**src/rtl/mul_seq_64.sv**
```systemverilog
// mul_seq_64: iterative shift-and-add multiplier returning the low WIDTH bits of A*B
module mul_seq_64 #(
  parameter int WIDTH = 64
) (
  input  logic             clk,
  input  logic             reset,
  input  logic             start,
  input  logic             flush,
  input  logic [WIDTH-1:0] A,
  input  logic [WIDTH-1:0] B,
  output logic             busy,
  output logic             done,
  output logic [WIDTH-1:0] result
);
  localparam int CW = $clog2(WIDTH);
  typedef enum logic [1:0] {IDLE, RUN, DONE} state_t;
  state_t state, state_n;
  logic [WIDTH-1:0] acc, mcand, mplier, partial, sum;
  logic [CW-1:0] count;
  logic load, last;
  // partial product, accumulation and next-state decode; flush beats start
  always_comb begin
    partial = mcand & {WIDTH{mplier[0]}};
    sum     = acc + partial;
    last    = count == CW'(WIDTH - 1);
    load    = start && !flush && state != RUN;
    state_n = flush ? IDLE : load ? RUN : state == RUN ? (last ? DONE : RUN) : IDLE;
  end
  // state register
  always_ff @(posedge clk or posedge reset)
    if (reset) state <= IDLE;
    else state <= state_n;
  // operand capture, one shift-and-add step per RUN cycle, result latch on the last step
  always_ff @(posedge clk or posedge reset)
    if (reset) begin
      acc    <= '0;
      mcand  <= '0;
      mplier <= '0;
      count  <= '0;
      result <= '0;
    end else if (load) begin
      acc    <= '0;
      mcand  <= A;
      mplier <= B;
      count  <= '0;
    end else if (state == RUN && !flush) begin
      acc    <= sum;
      mcand  <= mcand << 1;
      mplier <= mplier >> 1;
      count  <= count + CW'(1);
      if (last) result <= sum;
    end
  assign busy = state == RUN;
  assign done = state == DONE;
endmodule
```
**config.mk**
```make
export PLATFORM = sky130hd
export DESIGN_NAME = mul_seq_64
export DESIGN_NICKNAME = d
export VERILOG_FILES = /design/src/rtl/mul_seq_64.sv
export SDC_FILE = /design/constraint.sdc
export NUM_CORES = 1
export LEC_CHECK = 0
export ABC_AREA = 1
export BUFFER_PORTS_ARGS = -buffer_cell sky130_fd_sc_hd__clkbuf_2
export CAP_MARGIN = 20
export CORE_MARGIN = 10
export CORE_UTILIZATION = 30
export DETAILED_ROUTE_END_ITERATION = 8
export PLACE_DENSITY = 0.47
export SLEW_MARGIN = 20
export SYNTH_ARGS = -nofsm -noshare
export SYNTH_HDL_FRONTEND = slang
export SYNTH_SLANG_ARGS = --single-unit
```
**constraint.sdc**
```tcl
create_clock -name clk -period 16.8 [get_ports clk]
set_input_delay 0 -clock clk [delete_from_list [all_inputs] [get_ports clk]]
set_output_delay 0 -clock clk [all_outputs]
set_load 0.005 [all_outputs]
```
### Word-level counts from Yosys, hierarchy flattened

Index checks and enable logic that the tools add are counted.

* add/sub/neg operators: 2
* $mul: 0
* div/mod/pow operators: 0
* $lt $le $gt $ge: 0
* eq/ne operators: 4
* shift operators: 0
* multiplexer cells: 12
* bitwise logic cells: 2
* reductions and logical operators: 6

Operators by type and width (number)
* $mux 64: 6
* $add 64x64->64: 1
* $and 64x64->64: 1
* $mux 6: 2
* $mux 2: 4
* $add 6x1->6 const B: 1
* $eq 6x6->1 const B: 1
* $logic_and 1x1->1: 3
* $reduce_and 3->1: 1
* $eq 2x1->1 const B: 1
* $eq 2x2->1 const B: 1
* $ne 2x1->1 const B: 1
* $reduce_bool 2->1: 1
* $logic_not 1->1: 1
* $not 1->1: 1

* register bits after elaboration: 264
* bits in latches: 0
* memory bits (writable): 0
* memory bits (read-only): 0
* bits of input ports: 132
* output and inout port bits: 66
* logic and storage cells: 32
* memories kept: 0

### Longest topological paths before layout

Gate-level depths: netlist of run 1.

* word-level depth: 5
* depth in mapped cells: 19
* mapped depth without buffers: 17

### Least setup slack after synthesis of run 1

No wires, ideal clock.

* path type: reg-to-reg
* start point: register mplier[0]
* end point: register acc[60]
* setup time: 0.118 ns
* arrival time: 2.334 ns
* required time: 16.682 ns
* slack: 14.348 ns
* stages on the path, launching flop included: 19
* path buffers: 2
* clock period less this slack: 2.452 ns
* path through: dfrtp_1 -> clkbuf_1 -> clkbuf_1 -> nand2_1 -> inv_1 -> ha_1 -> fa_1 -> nand3_1 -> nand3_2 -> nand2_1 -> nand2_2 -> nand2_1 -> nand2_1 -> nand2_1 -> nand2_2 -> nand2_1 -> nand3_1 -> nand3_1 -> nand2_1

* cells in the longest elaborated chain, start to end: 4

RTL lines
* start: declaration: line 18 `logic [WIDTH-1:0] acc, mcand, mplier, partial, sum;`
* start signal: assignment: line 49 `mplier <= mplier >> 1;`
* $and 64x64->64: line 23 `partial = mcand & {WIDTH{mplier[0]}};`
* $add 64x64->64: line 24 `sum = acc + partial;`
* $mux 64: line 46 `end else if (state == RUN && !flush) begin`
* $mux 64: line 41 `end else if (load) begin`
* end signal: assignment: line 47 `acc <= sum;`
* end: declaration: line 18

Every way passes these cells. The select of a mux whose other input is x is not followed.
A chain may end at the register's enable or synchronous reset.

### Worst setup path after layout of run 1

* start point: register mplier[0]
* end point: register acc[28]

Same word-level chain as after synthesis.

==> metrics.md, run 1 <==
| Metric | Value |
|---|---|
| Status | finished clean |
| First-pass GRT wire length | 94800 um |
| Synth async-reset ratio | 1.00 |
| CTS tree | built |
| Average cell area after synthesis | 6.72 um2 |
| Setup-failing EPs final | 0 |
| Nets | 3000 |
| Htree depth | 2 |
| Final Hold Vio Count | 0 |
| First-pass DRT Iterations | 5 |
| Initial antenna violation count | 2 |
| Synthesized area | 16900 um2 |
| Pwr dens | 115 nW/um2 |
| Endpoint type of the worst setup path | flip-flop |
| Final min period | 3420 ps |
| Gr usage total | 0.180 |
| Clk_lat worst skew | 550 ps |
| CTS resizes | 0 |
| Post-CTS repair timing setup buffer count | 0 |
| Post-detail-place hpwl | 45800 um |
| Synth area leaders | dfrtp_1 39%, nand2_1 21%, inv_1 11% |
| Seq cells post-synth | 264 |
| RSZ-0062 raised after global routing | no |
| Max-cap violation count | 0 |
| Synth Area in Adders | 0.0487 |
| Input/output buffers | 197 |
| Final period util | 0.203 |
| CTS Buf Count | 34 |
| Reg clk slew, reported paths | 70 ps |
| CP Data Arrival Time | 3810 ps |
| Residual DRC | 0 |
| Clk_skew | 22.1 ps |
| Netlist cell types | 35 |
| Hold Path Class | in2async |
| FP Rows | 86 |
| Clk buf depth | 3 |
| Syn nets | 2706 |
| Register area share after synthesis | 0.392 |
| Compound-cell area share of the yosys netlist | 0.112 |
| Slew @ Worst Pin | 933 ps |
| Die area | 66100 um2 |
| DR iter-0 viols | 1038 |
| Setup TNS | 0 ps |
| Routed wire length | 60300 um |
| I/O pin cnt | 198 |
| Sink Count | 264 |
| # hold bufs at CTS | 129 |
| GP Congestion | 0.942 |
| Area delta synth->final | 24.7% |
| Starting Density | 0.304 |
| Setup crit start kind | flip-flop |
| Fin Hold WS | 69.0 ps |
| Post-synth EDFFs | 0 |
| Pre-CTS setup slack | 13460 ps |
| Slew HR | 0.378 |
| Via count | 16.5k |
| WL/cell | 16.8 um |
| Most area-hungry cell type in the Yosys netlist | dfrtp_1 |
| Largest net degree at the start of global routing | 185 |
| Leakage Power | 12.0 nW |
| Die Span Y | 257 um |
| Synthesized-area fraction occupied by xor and xnor cells | 0.0151 |
| CORE AREA | 55400 um2 |
| Max VDD drop | 66.6 uV |
| Synth top area share | 0.392 |
| Count of pins over their slew limit | 0 |
| Setup WS post-layout | 13380 ps |
| Layout cell share with drive strength beyond 1 | 0.106 |
| Yosys Warn Count | 0 |
| Largest family of logic cells by synthesized area | simple AND/OR/NAND/NOR gates |
| Crit Path Max Fanout | 64 |
| Post-synthesis simple-gate area fraction | 0.299 |
| Vias in the first global route | 16.6k |
| Clk root buf | clkbuf_16 |
| Crit Path Category | reg2reg |
| Max Freq | 0.293 GHz |
| Drt via density | 4.61 |
| Antenna-violating nets left | 0 |
| Post-synthesis mux area share | 0 |
| Die width | 257 um |
| Grt ovf | 0 |
| Syn Inst Count | 2509 |
| Synth Flop Type | dfrtp_1 |
| CP required | 17190 ps |
-- layout by cell type, fill, tap and decap left out, types with 6 or more instances in the layout --
cell type / instances
nor2_1: 109
clkbuf_2: 197
inv_1: 507
nand2_1: 957
nand4_1: 10
o21ai_0: 167
dlygate4sd3_1: 129
o221ai_1: 85
ha_1: 64
o21ai_1: 6
nor3_1: 12
nand2_2: 11
xnor2_1: 23
dfrtp_1: 263
a21oi_1: 44
clkbuf_16: 35
nand3_1: 117
xor2_1: 6
clkbuf_8: 9
nand3b_1: 9
buf_4: 9
-- final timing paths --
check	cells after the start	start	slack, ps	end
min in group clk	3	flush	100	state[1]
min	3	reset	70	mcand[51]
min reg2reg	2	result[51]	480	result[51]
max reg2reg	15	mplier[0]	13380	acc[28]
max	15	mplier[0]	13380	acc[28]
max in group asynchronous	5	reset	15280	mcand[11]
-- cell usage after synthesis (9+ instances only) --
master	instances
nand2_1	959
inv_1	509
dfrtp_1	264
o21ai_0	167
nand3_1	117
nor2_1	109
o221ai_1	85
ha_1	64
clkbuf_1	45
a21oi_1	44
xnor2_1	23
buf_2	22
buf_1	12
nor3_1	12
nand2_2	10
nand4_1	10
nand3b_1	9
-- where the power goes --
group / total (mW) / switching, mW / leakage (nW) / internal [mW]
registers: 0.858 / 0.0820 / 3.37 / 0.776
logic: 0.827 / 0.544 / 8.05 / 0.284
clock network: 0.741 / 0.301 / 0.551 / 0.440
-- flip-flops by register name, summed over array words and instances (netlist names) --
signal	cells
count	6
mplier	64
mcand	64
result	64
state	2
acc	64
-- cells by family (layout without fill, tap and decap cells) --
kind of cell / count (synthesis) / count (layout)
AO/OA/AOI/OAI: 309 / 309
AND/OR/NAND/NOR: 1250 / 1250
flip-flops: 264 / 264
other: 0 / 3
XOR/XNOR: 29 / 29
adder cells (fa/ha/maj): 65 / 65
buffers and inverters: 592 / 909
-- critical path: stages (launching register included) --
cell and delay, ps:
dfrtp_2 390, buf_4 350, nand2_1 130, inv_1 50, ha_1 230, fa_1 470
nand3_1 130, nand3_2 160, nand2_1 120, nand2_2 110, nand2_1 80, nand2_1 100
nand2_1 150, nand2_2 140, xnor2_1 480, o21ai_0 160
-- per-stage QoR --
step	cells	area (um2)	utilization	power, mW
5_1_grt	3576	21000	0.379	2.60
6_report	3577	21000	0.379	2.43
3_5_place_dp	3385	18600	0.335	1.67
3_3_place_gp	3385	18600	0.335	1.66
2_1_floorplan	2509	16900	-	1.41
4_1_cts	3573	21000	0.379	2.45
-- layer usage --
| metal | up-vias | track usage | share of wire |
|---|---|---|---|
| met5 | - | 0 | 0 |
| met4 | 0 | 0.0562 | 0.029 |
| li1 | 8350 | - | - |
| met1 | 7659 | 0.247 | 0.48 |
| met2 | 410 | 0.280 | 0.43 |
| met3 | 85 | 0.0363 | 0.059 |
-- final cells by class --
cell class	instances	area, um2
antenna	3	7.51
clock buffer	49	1020
clock inverter	10	106
fill	5898	34400
inverter	513	1940
multi-input combinational	1653	8020
sequential	264	6610
tap	748	936
timing repair buffer	337	2390
Power figures use the tool's default switching activity.
==> run 2: changes to the inputs <==
==> constraint.sdc (replaced) <==
create_clock -name clk -period 3.5 [get_ports clk]
set_input_delay 0 -clock clk [delete_from_list [all_inputs] [get_ports clk]]
set_output_delay 0 -clock clk [all_outputs]
set_load 0.005 [all_outputs]
==> run 2 against run 1 <==
  * Critical path depth rose by 1
  * Setup slack got worse by 13000 ps
  * Non-clock buffer count rose by 5
  * Clock power rose to 4.5 times the previous value
  * Sequential power rose to 4.9 times the previous value
  * Critical path type unchanged
==> metrics.md, run 2 (synthesis results as in run 1) <==
| Metric | Value |
|---|---|
| Input/output buffers | 197 |
| Max-cap violation count | 0 |
| Slew HR | 0.487 |
| Commonest non-fill, non-tap cell in the layout | nand2_1 |
| Top cell by count, worst path | nand2_1 |
| Fin Hold WS | 30.0 ps |
| FP Rows | 86 |
| Die Span Y | 257 um |
| First-pass GRT wire length | 95300 um |
| First-pass DRT Iterations | 5 |
| Final Hold Vio Count | 0 |
| Clk root buf | clkbuf_16 |
| Pwr dens | 541 nW/um2 |
| Htree depth | 1 |
| Hold Path Class | in2reg |
| Initial antenna violation count | 8 |
| Die area | 66100 um2 |
| CORE AREA | 55400 um2 |
| Crit Path Max Fanout | 17 |
| Setup-failing EPs final | 0 |
| Post-detail-place hpwl | 47000 um |
| Starting Density | 0.304 |
| Worst-path cell chain | buf_4, buf_4, nand2_1, inv_1, ha_1, nand2_1, nor2_2, inv_2, nor3_4, nand3_1, nand2_1, nand2_1, nand2_1, nand2_1, nand3_1, nand2_1 |
| CTS Buf Count | 31 |
| Vias in the first global route | 16.8k |
| FF-to-FF setup slack | 340 ps |
| Design area | 21000 um2 |
| CP peak stage delay | 500 ps |
| GP Congestion | 0.972 |
| Setup TNS | 0 ps |
| CTS tree | built |
| Slowest cell on crit path | dfrtp_2 |
| Crit Path Category | reg2reg |
| Slew @ Worst Pin | 769 ps |
| Endpoint type of the worst setup path | flip-flop |
| Count of pins over their slew limit | 0 |
| Leakage Power | 12.0 nW |
| Antenna-violating nets left | 0 |
| Grt ovf | 0 |
| Final min period | 3160 ps |
| Area delta synth->final | 24.7% |
| Clk_lat worst skew | 590 ps |
| Die width | 257 um |
| Final period util | 0.902 |
| Sink Count | 264 |
| Residual DRC | 0 |
| Post-CTS repair timing setup buffer count | 0 |
| I/O pin cnt | 198 |
| Largest net degree at the start of global routing | 130 |
| Setup crit start kind | flip-flop |
| Clk_skew | 11.6 ps |
| Max Freq | 0.317 GHz |
| Nets | 3002 |
| WL/cell | 17.0 um |
| RSZ-0062 raised after global routing | no |
| DR iter-0 viols | 997 |
| Via count | 16.4k |
| Gr usage total | 0.181 |
| Status | finished clean |
| DP Area | 18700 um2 |
| Total Power | 11.4 mW |
| Clk buf depth | 3 |
| Most frequent cells in the layout | 957 x nand2_1, 507 x inv_1, 263 x dfrtp_1, 197 x clkbuf_2, 167 x o21ai_0 |
| Reg clk slew, reported paths | 60 ps |
| Layout cell share with drive strength beyond 1 | 0.106 |
| Routed wire length | 60700 um |
| CP Data Arrival Time | 3640 ps |
| Max VDD drop | 374 uV |
| Drt via density | 4.59 |
| CP required | 3980 ps |
-- run 2: power by group --
part / internal (mW) / switching, mW / leakage, nW / total, mW
Sequential: 3.72 / 0.447 / 3.37 / 4.17
Clock: 1.90 / 1.40 / 0.507 / 3.30
Combinational: 1.38 / 2.53 / 8.09 / 3.91
Total: 7.00 / 4.38 / 12.0 / 11.4
-- run 2: area by class of cell --
type	instances	area (um2)
clock inverter	11	101
clock buffer	47	926
timing repair buffer	342	2480
inverter	513	1930
fill	5945	34400
tap	748	936
multi-input combinational	1653	8020
sequential	264	6610
antenna	5	12.5
-- run 2: what timing repair did --
action	in CTS	in global routing
hold endpoints to repair	154	0
resized for setup	0	0
hold buffers	129	0
-- run 2: worst paths after layout --
kind,from,end,cells after the start
min reg2reg,result[2],result[2],2
min,flush,state[1],3
min in group asynchronous,reset,mplier[48],3
max in group asynchronous,reset,acc[40],4
max,mplier[0],acc[58],16
max reg2reg,mplier[0],acc[58],16
-- run 2: through the flow --
stage / cells / setup slack, ps / utilization
2_1_floorplan: 2509 / 16.5 / -
3_3_place_gp: 3391 / 432 / 0.337
3_5_place_dp: 3391 / 412 / 0.337
4_1_cts: 3578 / 393 / 0.379
5_1_grt: 3581 / 171 / 0.379
6_report: 3583 / 343 / 0.379
-- run 2: critical path: cells and delay by family, from the launching register on --
kind,cells,cell delay [ps]
fa+ha+maj,1,350
flops,1,500
buf+inv,4,590
simple gates,11,1590
-- run 2: metal layers --
| layer | vias up | GRT usage | part of all wire |
|---|---|---|---|
| li1 | 8348 | - | - |
| met1 | 7576 | 0.241 | 0.46 |
| met2 | 414 | 0.287 | 0.44 |
| met3 | 94 | 0.0406 | 0.071 |
| met4 | 6 | 0.0555 | 0.030 |
| met5 | - | 0 | 0.00056 |
==> run 3: changes to the inputs <==
--- a/config.mk
+++ b/config.mk
@@ -5,7 +5,6 @@
 export SDC_FILE = /design/constraint.sdc
 export NUM_CORES = 1
 export LEC_CHECK = 0
-export ABC_AREA = 1
 export BUFFER_PORTS_ARGS = -buffer_cell sky130_fd_sc_hd__clkbuf_2
 export CAP_MARGIN = 20
 export CORE_MARGIN = 10
==> run 3 against run 2 <==
  * Sequential power shrank 11%
  * Synthesized cell count shrank 36%
  * Highest routed layer is now met4
  * Final cell count decreased by 26%
  * Sequential cell count unchanged
  * The flow now finishes with violations (setup timing)
  * Via count down 18%
  * Largest power group unchanged
==> metrics.md, run 3 <==
| Metric | Value |
|---|---|
| Fin Hold WS | 25.6 ps |
| GP Congestion | 0.846 |
| Setup crit start kind | flip-flop |
| Starting Density | 0.304 |
| Cell family with most CP delay | compound AO/OA/AOI/OAI gates |
| Clk root buf | clkbuf_16 |
| Count of pins over their slew limit | 0 |
| Residual DRC | 0 |
| Post-synth EDFFs | 0 |
| Top cells by count, synth | 328 x nand2_1, 264 x dfrtp_1, 168 x o21ai_0, 128 x a22oi_1, 98 x clkbuf_1 |
| Largest net degree at the start of global routing | 110 |
| Final min period | 3510 ps |
| Crit path buf inv count | 3 |
| Clk_skew | 18.6 ps |
| Design area | 20400 um2 |
| Synth async-reset ratio | 1.00 |
| Synth top area share | 0.455 |
| DP Area | 16800 um2 |
| Die width | 240 um |
| CP required | 3930 ps |
| Max Freq | 0.285 GHz |
| Grt ovf | 0 |
| Reg clk slew, reported paths | 60 ps |
| Leakage Power | 9.68 nW |
| Final period util | 1.00 |
| Synthesized area | 14500 um2 |
| Pwr dens | 479 nW/um2 |
| Final Hold Vio Count | 0 |
| Most frequent cells in the layout | 325 x nand2_1, 263 x dfrtp_1, 196 x clkbuf_2, 174 x dlygate4sd3_1, 164 x o21ai_0 |
| First-pass GRT wire length | 76800 um |
| Antenna-violating nets left | 0 |
| Gr usage total | 0.164 |
| Htree depth | 2 |
| First-pass DRT Iterations | 5 |
| Initial antenna violation count | 1 |
| CTS tree | built |
| Die area | 57600 um2 |
| Area delta synth->final | 40.2% |
| Max VDD drop | 371 uV |
| Worst-path cell chain | buf_12, and2_1, ha_4, a21o_1, buf_4, a221oi_4, a2111o_1, a2111oi_4, buf_4, a21oi_4, o21ai_4, nand2b_4, o31ai_4, xor2_1, mux2_2 |
| RSZ-0062 raised after global routing | yes |
| Status | finished with violations |
| Via count | 13.5k |
| Slowest cell on crit path | dfrtp_2 |
| Setup WS post-layout | -7.06 ps |
| Drt via density | 5.07 |
| Syn Inst Count | 1595 |
| Register area share after synthesis | 0.455 |
| CP Data Arrival Time | 3940 ps |
| Nets | 2218 |
| Clk buf depth | 3 |
| Worst path depth | 15 |
| Total Power | 9.74 mW |
| Worst hold stages | 2 |
| Pre-CTS setup slack | -183 ps |
| CTS Buf Count | 34 |
| Fillers | 4678 |
| Sink Count | 264 |
| I/O pin cnt | 198 |
| Layout cell share with drive strength beyond 1 | 0.231 |
| FP Rows | 80 |
| Post-detail-place hpwl | 32500 um |
| Seq cells post-synth | 264 |
| Clk_lat worst skew | 550 ps |
| Most frequent cell after synthesis | nand2_1 |
| Vias in the first global route | 14.0k |
| Synth Flop Type | dfrtp_1 |
| Synth area leaders | dfrtp_1 46%, nand2_1 8.5%, a22oi_1 6.6% |
| Yosys Warn Count | 0 |
| Input/output buffers | 197 |
| Commonest non-fill, non-tap cell in the layout | nand2_1 |
| Slew @ Worst Pin | 1090 ps |
| Most area-hungry cell type in the Yosys netlist | dfrtp_1 |
| Crit Path Category | reg2reg |
| Routed wire length | 48300 um |
| Crit Path Max Fanout | 29 |
| Max-cap violation count | 0 |
| Slew HR | 0.271 |
| Average cell area after synthesis | 9.10 um2 |
| Hold Path Class | in2reg |
| WL/cell | 18.1 um |
| Worst reg2reg path depth | 15 |
| CORE AREA | 47700 um2 |
| Syn nets | 1792 |
| Top cell by count, worst path | buf_4 |
| CP peak stage delay | 450 ps |
| Failing checks | setup timing |
| Netlist cell types | 69 |
| Die Span Y | 240 um |
| Endpoint type of the worst setup path | flip-flop |
| Setup-failing EPs final | 1 |
| DR iter-0 viols | 870 |
## run 3: worst register-to-register path, delay by kind of cell (launching register included)
family,cells,cell delay [ps]
XOR/XNOR,1,110
AND/OR/NAND/NOR,2,270
multiplexers,1,270
AO/OA/AOI/OAI,7,1510
flip-flops,1,450
buffers and inverters,3,490
adder cells (fa/ha/maj),1,290
## run 3: logic make-up after synthesis
family,count (synthesis),synth area share
buf+inv,133,0.0355
mux,14,0.0109
xor+xnor,63,0.0380
flops,264,0.455
simple gates,516,0.159
fa+ha+maj,65,0.0565
compound gates,540,0.245
## run 3: cell type report
type,count,area [um2],area share
antenna,1,2.50,0.000123
clock buffer,44,938,0.0461
clock inverter,17,236,0.0116
inverter,22,86.3,0.00424
multi-input combinational,1198,7860,0.386
sequential,264,6610,0.325
tap,615,769,0.0378
timing repair buffer,501,3850,0.189
## run 3: per-layer routing
layer / global-route usage / wire length, um / vias to the layer above
li1: - / - / 6556
met3: 0.0357 / 2510 / 44
met4: 0.0383 / 650 / 0
met1: 0.219 / 22700 / 6597
met2: 0.266 / 22500 / 292
met5: 0 / 0 / -
## run 3: power breakdown
group	total, mW	switching (mW)	internal, mW
Clock	3.70	1.43	2.27
Sequential	3.71	0.282	3.42
Combinational	2.34	1.19	1.14
Total	9.74	2.90	6.84
## run 3: per-stage QoR
step                      TNS [ps]   util  cells
after floorplan                  0      -   1595
after global placement       -1640  0.353   2414
after detailed placement     -2570  0.353   2414
after CTS                     -241  0.415   2652
after global routing         -1590  0.426   2662
final                        -7.06  0.426   2662
## run 3: worst paths after layout
check | start | to | slack (ps)
max in group asynchronous | reset | mplier[0] | 2370
worst min-delay path | flush | mplier[18] | 30
min in group asynchronous | reset | acc[18] | 70
worst max register to register | mplier[0] | result[48] | -7
worst max-delay path | mplier[0] | result[48] | -7
worst min register to register | result[22] | result[22] | 470
## run 3: what timing repair did
item                                   CTS  global route
setup endpoints to repair               40            57
hold buffers                           174             0
pin swaps                                4            18
buffers inserted                         3             8
resized for setup                        9            63
cloned                                   0             2
endpoints found under the hold margin  147             0
